===== src/rtl/sample_frame_streamer.sv =====
// Buffers strobed 8-bit samples in a FIFO and streams them to a UART as framed bytes:
// HEADER, FRAME_LEN samples, and a trailing 8-bit sum when FRAME_CHECKSUM_EN is defined.
module sample_frame_streamer #(
    parameter int          FRAME_LEN  = 8,
    parameter int          FIFO_DEPTH = 16,
    parameter logic [7:0]  HEADER     = 8'hA5
) (
    input  logic                            clk,
    input  logic                            reset,
    input  logic                            enable,
    input  logic [7:0]                      sample_in,
    input  logic                            sample_valid,
    input  logic                            tx_done,
    output logic                            tx_start,
    output logic [7:0]                      tx_data,
    output logic [$clog2(FIFO_DEPTH):0]     fifo_count,
    output logic                            overflow,
    output logic                            frame_active
);
    // state | meaning
    // IDLE  | waiting for enable and FRAME_LEN buffered samples
    // HDR   | launch header byte
    // SMP   | pop FIFO head and launch it
    // CHK   | launch checksum byte (FRAME_CHECKSUM_EN only)
    // WAIT  | byte in flight, wait for tx_done

    localparam int AW = $clog2(FIFO_DEPTH);
    localparam int CW = AW + 1;
    localparam int IW = $clog2(FRAME_LEN + 1);
    localparam logic [CW-1:0] DEPTH_C = CW'(FIFO_DEPTH);
    localparam logic [CW-1:0] LEN_CNT = CW'(FRAME_LEN);
    localparam logic [IW-1:0] LEN_IDX = IW'(FRAME_LEN);

    typedef enum logic [2:0] {
        IDLE = 3'd0,
        HDR  = 3'd1,
        SMP  = 3'd2,
        WAIT = 3'd3
`ifdef FRAME_CHECKSUM_EN
        , CHK = 3'd4
`endif
    } state_t;

    state_t          state, state_n;
    logic [7:0]      mem [FIFO_DEPTH];
    logic [AW-1:0]   wr_ptr, rd_ptr;
    logic            full, push, pop;
    logic [IW-1:0]   idx, idx_n;
    logic            tx_start_n, frame_active_n;
    logic [7:0]      tx_data_n;
`ifdef FRAME_CHECKSUM_EN
    logic [7:0]      checksum, checksum_n;
    logic            chk_sent, chk_sent_n;
`endif

    assign full = (fifo_count == DEPTH_C);
    assign pop  = (state == SMP);
    // A pop in the same cycle frees the slot, so a full FIFO still accepts the push.
    assign push = sample_valid && (!full || pop);

    always_ff @(posedge clk) begin
        if (push)
            mem[wr_ptr] <= sample_in;
    end

    always_ff @(posedge clk or posedge reset) begin
        if (reset) begin
            wr_ptr     <= '0;
            rd_ptr     <= '0;
            fifo_count <= '0;
            overflow   <= 1'b0;
        end else begin
            if (push)
                wr_ptr <= wr_ptr + 1'b1;
            if (pop)
                rd_ptr <= rd_ptr + 1'b1;
            if (sample_valid && !push)
                overflow <= 1'b1;
            case ({push, pop})
                2'b10:   fifo_count <= fifo_count + 1'b1;
                2'b01:   fifo_count <= fifo_count - 1'b1;
                default: fifo_count <= fifo_count;
            endcase
        end
    end

    always_ff @(posedge clk or posedge reset) begin
        if (reset) begin
            state        <= IDLE;
            tx_start     <= 1'b0;
            tx_data      <= 8'h00;
            frame_active <= 1'b0;
            idx          <= '0;
`ifdef FRAME_CHECKSUM_EN
            checksum     <= 8'h00;
            chk_sent     <= 1'b0;
`endif
        end else begin
            state        <= state_n;
            tx_start     <= tx_start_n;
            tx_data      <= tx_data_n;
            frame_active <= frame_active_n;
            idx          <= idx_n;
`ifdef FRAME_CHECKSUM_EN
            checksum     <= checksum_n;
            chk_sent     <= chk_sent_n;
`endif
        end
    end

    always_comb begin
        state_n        = state;
        tx_start_n     = 1'b0;
        tx_data_n      = tx_data;
        frame_active_n = frame_active;
        idx_n          = idx;
`ifdef FRAME_CHECKSUM_EN
        checksum_n     = checksum;
        chk_sent_n     = chk_sent;
`endif
        case (state)
            IDLE: begin
                if (enable && fifo_count >= LEN_CNT) begin
                    state_n = HDR;
                    idx_n   = '0;
`ifdef FRAME_CHECKSUM_EN
                    checksum_n = 8'h00;
                    chk_sent_n = 1'b0;
`endif
                end
            end
            HDR: begin
                tx_data_n      = HEADER;
                tx_start_n     = 1'b1;
                frame_active_n = 1'b1;
                state_n        = WAIT;
            end
            SMP: begin
                tx_data_n  = mem[rd_ptr];
                tx_start_n = 1'b1;
                idx_n      = idx + 1'b1;
`ifdef FRAME_CHECKSUM_EN
                checksum_n = checksum + mem[rd_ptr];
`endif
                state_n    = WAIT;
            end
`ifdef FRAME_CHECKSUM_EN
            CHK: begin
                tx_data_n  = checksum;
                tx_start_n = 1'b1;
                chk_sent_n = 1'b1;
                state_n    = WAIT;
            end
`endif
            WAIT: begin
                if (tx_done) begin
                    // idx is still 0 after the header, so the header also lands here.
                    if (idx < LEN_IDX)
                        state_n = SMP;
`ifdef FRAME_CHECKSUM_EN
                    else if (!chk_sent)
                        state_n = CHK;
`endif
                    else begin
                        state_n        = IDLE;
                        frame_active_n = 1'b0;
                    end
                end
            end
            default: state_n = IDLE;
        endcase
    end

endmodule

===== config.mk =====
export PLATFORM = sky130hd
export DESIGN_NAME = sample_frame_streamer
export DESIGN_NICKNAME = d
export VERILOG_FILES = /design/src/rtl/sample_frame_streamer.sv
export SDC_FILE = /design/constraint.sdc
export NUM_CORES = 1
export LEC_CHECK = 0
export BUFFER_PORTS_ARGS = -buffer_cell sky130_fd_sc_hd__buf_2
export CAP_MARGIN = 0
export CORE_ASPECT_RATIO = 0.9
export CORE_MARGIN = 4
export CORE_UTILIZATION = 39
export CTS_BUF_LIST = sky130_fd_sc_hd__clkbuf_8
export DETAILED_ROUTE_END_ITERATION = 16
export SLEW_MARGIN = 20
export SYNTH_ARGS = -nofsm -noshare
export SYNTH_HDL_FRONTEND = slang
export SYNTH_SLANG_ARGS = --single-unit

===== constraint.sdc =====
create_clock -name clk -period 2.6 [get_ports clk]
set_clock_uncertainty 0.1 [all_clocks]
set_input_delay 0.13 -clock clk [delete_from_list [all_inputs] [get_ports clk]]
set_output_delay 0.13 -clock clk [all_outputs]
set_load 0.02 [all_outputs]

======== Word level (Yosys, flattened, before mapping) ========
Memory sizes are Yosys's and may differ from the RTL's.
Cells that the tools add are included.
Widths: inputs -> output; s select.
cells by class
  add/subtract/negate cells ............... 5
  $lt $le $gt $ge ......................... 2
  eq/ne operators ......................... 9
  mux-type cells .......................... 14
  reductions and logical operators ........ 15
operator list
  kind                 number
  $pmux 8 s2           1
  $add 4x1->4 const B  3
  $pmux 5 s2           1
  $pmux 3 s3           1
  $pmux 4 s2           1
  $reduce_bool 2->1    4
  $eq 3x2->1 const B   2
  $mux 3               2
  $ne 2x2->1 const B   3
  $add 5x1->5 const B  1
  $eq 5x5->1 const B   1
  $ge 5x4->1 const B   1
  $mux 1               5
  $sub 5x1->5 const B  1
  $lt 4x4->1 const B   1
  $mux 4               1
  $reduce_and 2->1     2
  $eq 3x1->1 const B   1
  $logic_and 1x1->1    3
  $logic_not 3->1      1
  $reduce_and 3->1     1
  $eq 2x1->1 const B   1
  $eq 2x2->1 const B   1
  $logic_not 1->1      2
  other kinds (4)      4
storage, ports and cells
  register bits after elaboration ......... 31
  RAM bits ................................ 128
  bits of input ports ..................... 13
  logic and storage cells ................. 55
  memories ................................ 1
memories
  name  depth  bits a word  read ports  clocked after memory_dff  wr ports  line  text
  mem   16     8            1           0                         1         45    logic [7:0] mem [FIFO_DEPTH];

======== Depth between registers and ports, before layout ========
  depth after elaboration ................. 6
  gate-level depth with buffers ........... 10
  mapped depth without buffers ............ 9

======== Worst setup path before layout ========
Ideal clock, no wire load.
  kind .................................... register to register
  start ................................... register state[0]
  end ..................................... memory mem[4][0] (enable)
  library setup time ...................... 0.383 ns
  arrival time ............................ 1.825 ns
  path slack .............................. 0.291 ns
  cell stages (with the launch flop) ...... 7
  path buffers ............................ 1
  cells stage by stage .................... dfrtp_1 > inv_1 > ha_1 > buf_2 > o41a_1 > nand2_1 > nor3_1
between the ends
  word-level cells in the longest chain between the ends .. 5
ends and longest elaborated chain
  what                          line  text
  from (decl)                   44    state_t state, state_n;
  from (signal assigned)        99    state <= state_n;
  $eq 3x2->1                    57    assign pop = (state == SMP);
  $logic_or 1x1->1              59    assign push = sample_valid && (!full || pop);
  $logic_and 1x1->1             59
  $mux 1                        62    if (push)
  $mux 1 (not written as such)  63    mem[wr_ptr] <= sample_in;
  to (decl)                     45
Every way passes these cells.

======== Worst setup path after layout ========
  start ................................... register state[0]
  end ..................................... memory mem[14][3] (enable)
Same word-level chain as after synthesis.

==> flow_metrics.env <==
export IMPL_synth_top_area_cell="edfxtp_1"
export IMPL_grt_pass1_wl_mm=20.8
export IMPL_yosysWarningCount=0
export IMPL_clkLatencyLatePin_ns=0.44
export IMPL_antenna_found_initial=0
export IMPL_setup_slack_ns=0.0803
export IMPL_viasPerCell=5.21
export IMPL_drv_cap=0
export IMPL_grt_util_all_layers=0.151
export IMPL_timing_worst_slew_pin_value_ns=1.02
export IMPL_p_leak_nw=2.77
export IMPL_fmaxAchievable_mhz=397
export IMPL_grt_ovfl_total=0
export IMPL_ys_seq_area_frac=0.704
export IMPL_crit_family="simple AND/OR/NAND/NOR gates"
export IMPL_drtPass1Iterations=5
export IMPL_path_cells="inv_1, ha_1, o41a_1, nand3_1, nor2_1"
export IMPL_post_cts_repair_setup_buffers=0
export IMPL_synthDistinctLibCells=43
export IMPL_drt_total_wl_mm=13.3
export IMPL_die_area_mm2=0.0189
export IMPL_cts_tree="yes"
export IMPL_ys_ff_latch=158
export IMPL_slew_viol_final=0
export IMPL_die_w_um=144
export IMPL_worst_slew_margin_rel=0.315
export IMPL_yosys_top_cells_area="edfxtp_1 59%, dfrtp_1 12%, mux4_2 6.9%"
export IMPL_dp_hpwl_mm=9.01
export IMPL_endpoint_kind="flop"
export IMPL_register_area_mm2=0.00460
export IMPL_path_buf_inv=1
export IMPL_cp_required_ns=2.56
export IMPL_num_io_pins=29
export IMPL_rsz0062_at_grt="yes"
export IMPL_cts_buffers=17
export IMPL_cp_start_kind="flop"
export IMPL_nNetsFinal=475
export IMPL_grt_pass1_vias=3575
export IMPL_post_place_ws_ns=0.0283
export IMPL_wire_per_inst_um=19.9
export IMPL_netlist_instances=385
export IMPL_drive_gt1_frac=0.243
export IMPL_slowest_stage="nor2_1"
export IMPL_diodes=0
export IMPL_row_count=44
export IMPL_synth_area_mm2=0.00653
export IMPL_p_per_area_mw_per_mm2=1060
export IMPL_hp_class="input pin to flop"
export IMPL_cts_max_path_buffers=2
export IMPL_avgSynthCellArea_um2=17.0
export IMPL_port_buffers=28
export IMPL_drcViolationCount=0
export IMPL_syn_to_final_growth_pct=15.9
export IMPL_cts_max_level=4
export IMPL_synth_edf_count=128
export IMPL_synth_top_area_share=0.589
export IMPL_synth_top_flop_cell="edfxtp_1"
export IMPL_hold_viol=0
export IMPL_multi_input_area_mm2=0.00181
export IMPL_cp_max_fo=8
export IMPL_synth_nets=412
export IMPL_detail_route_antenna_nets=0
export IMPL_cts_root_buffer="clkbuf_8"
export IMPL_cpPeakStageDelay_ns=0.80
export IMPL_crit_type="flop to flop"
export IMPL_drt_iter0_drc=405
export IMPL_fin_crit_ns=2.52
export IMPL_grt_max_degree=22
export IMPL_gp_congestion=0.830
export IMPL_num_vias=3479
export IMPL_setup_viol=0
export IMPL_clk_pin_slew_ns=0.08
export IMPL_arrival_ns=2.48
export IMPL_die_h_um=131
export IMPL_start_util=0.401
export IMPL_clock_sinks=158
export IMPL_ir_worst_vdd_uv=422
export IMPL_coreArea_mm2=0.0163
export IMPL_period_share=0.969
export IMPL_status="finished, final reports clean"
export IMPL_async_flop_share=0.190
export IMPL_fin_util=0.464
export IMPL_ctsResizeCount=0
export IMPL_fillers=1394
==> state kept, by name, summed over array words and instances (netlist names) <==
register      flops
tx_start          1
tx_data           8
frame_active      1
mem             128
wr_ptr            4
rd_ptr            4
overflow          1
idx               4
fifo_count        5
state             2
==> worst register-to-register path, stage by stage (launching register included) <==
cell and delay [ns]:
dfrtp_1 0.42, inv_1 0.10, ha_1 0.31, o41a_1 0.26, nand3_1 0.15, nor2_1 0.80
==> what timing repair did <==
| action | 4_1_cts | 5_1_grt |
|---|---|---|
| endpoints found under the hold margin | 142 | 0 |
| hold buffers | 11 | 0 |
| setup endpoints to repair | 0 | 32 |
==> cell type report <==
cell class | instances | area share
well taps | 207 | 0.0342
clock inverters | 15 | 0.0237
clock buffers | 17 | 0.0309
multi-input cells | 195 | 0.239
inverters | 14 | 0.00695
repair buffers | 62 | 0.0576
flip-flops and latches | 158 | 0.608
==> worst paths after layout <==
kind	startpoint	endpoint	slack, ns	cells past startpoint
max	state[0]	mem[14][3]	0.08	5
min	enable	idx[0]	0.19	5
max reg2reg	state[0]	mem[14][3]	0.08	5
min reg2reg	overflow	overflow	0.36	1
max in group asynchronous	reset	wr_ptr[1]	1.51	4
min in group asynchronous	reset	idx[1]	0.20	3
==> per-stage QoR <==
step / cell area, um2 / total power [mW] / hold WS, ns / TNS (ns) / std cells
floorplan: 6530 / 5.37 / 0.121 / 0 / 385
global placement: 7030 / 6.14 / 0.111 / 0 / 625
detailed placement: 7030 / 6.18 / 0.124 / 0 / 625
CTS: 7550 / 8.09 / 0.155 / 0 / 668
global route: 7560 / 8.49 / 0.194 / -1.81 / 668
finish: 7560 / 8.03 / 0.187 / 0 / 668
==> report_power, final <==
group	total (mW)	switching [mW]	internal, mW	leakage [nW]
logic	2.62	1.42	1.21	1.05
registers	3.52	0.365	3.15	1.51
clock network	1.88	0.858	1.03	0.214
==> routing by layer <==
layer | GRT usage | vias to the layer above | wire length (um)
li1 | - | 1620 | -
met2 | 0.226 | 79 | 6310
met1 | 0.217 | 1773 | 6130
met5 | 0 | - | 0
met4 | 0.0455 | 0 | 78
met3 | 0.0422 | 7 | 812
==> cells in the final DEF (no fill, tap or decap), drive strengths merged, types with 7 or more instances in the layout <==
cell,count
mux2,7
inv,16
xnor2,8
a21oi,11
ha,13
dfrtp,30
dlygate4sd3,11
a22oi,8
nand2,16
nand3,11
clkbuf,17
buf,51
nand2b,9
o21ai,8
edfxtp,128
nor2,8
clkinv,8
mux2i,29
mux4,20
==> cells in the mapped netlist (2+ instances only) <==
| library cell | count |
|---|---|
| inv_1 | 14 |
| nand2b_1 | 9 |
| nor2b_1 | 3 |
| nand3_1 | 11 |
| ha_1 | 13 |
| dfrtp_1 | 30 |
| nor2_1 | 8 |
| o21ai_0 | 7 |
| mux2_1 | 2 |
| nor4_1 | 5 |
| nor3_1 | 4 |
| mux4_2 | 20 |
| a22o_1 | 3 |
| buf_6 | 2 |
| and3_1 | 5 |
| edfxtp_1 | 128 |
| o211ai_1 | 4 |
| buf_2 | 10 |
| nand2_1 | 16 |
| o22ai_1 | 4 |
| a21oi_1 | 11 |
| and2_1 | 2 |
| xnor2_1 | 8 |
| a21o_1 | 3 |
| a22oi_1 | 8 |
| clkbuf_1 | 6 |
| mux2i_1 | 29 |
| mux2_2 | 5 |
==> kinds of logic after synthesis <==
| family | Yosys count | share of synthesized area |
|---|---|---|
| muxes | 56 | 0.126 |
| xor gates and xnor gates | 9 | 0.0121 |
| buffers and inverters | 32 | 0.0226 |
| DFF | 158 | 0.704 |
| adders and majority gates | 14 | 0.0280 |
| AOI/OAI and AO/OA | 49 | 0.0552 |
| and+or+nand+nor | 67 | 0.0527 |
(Power assumes the default switching activity.)
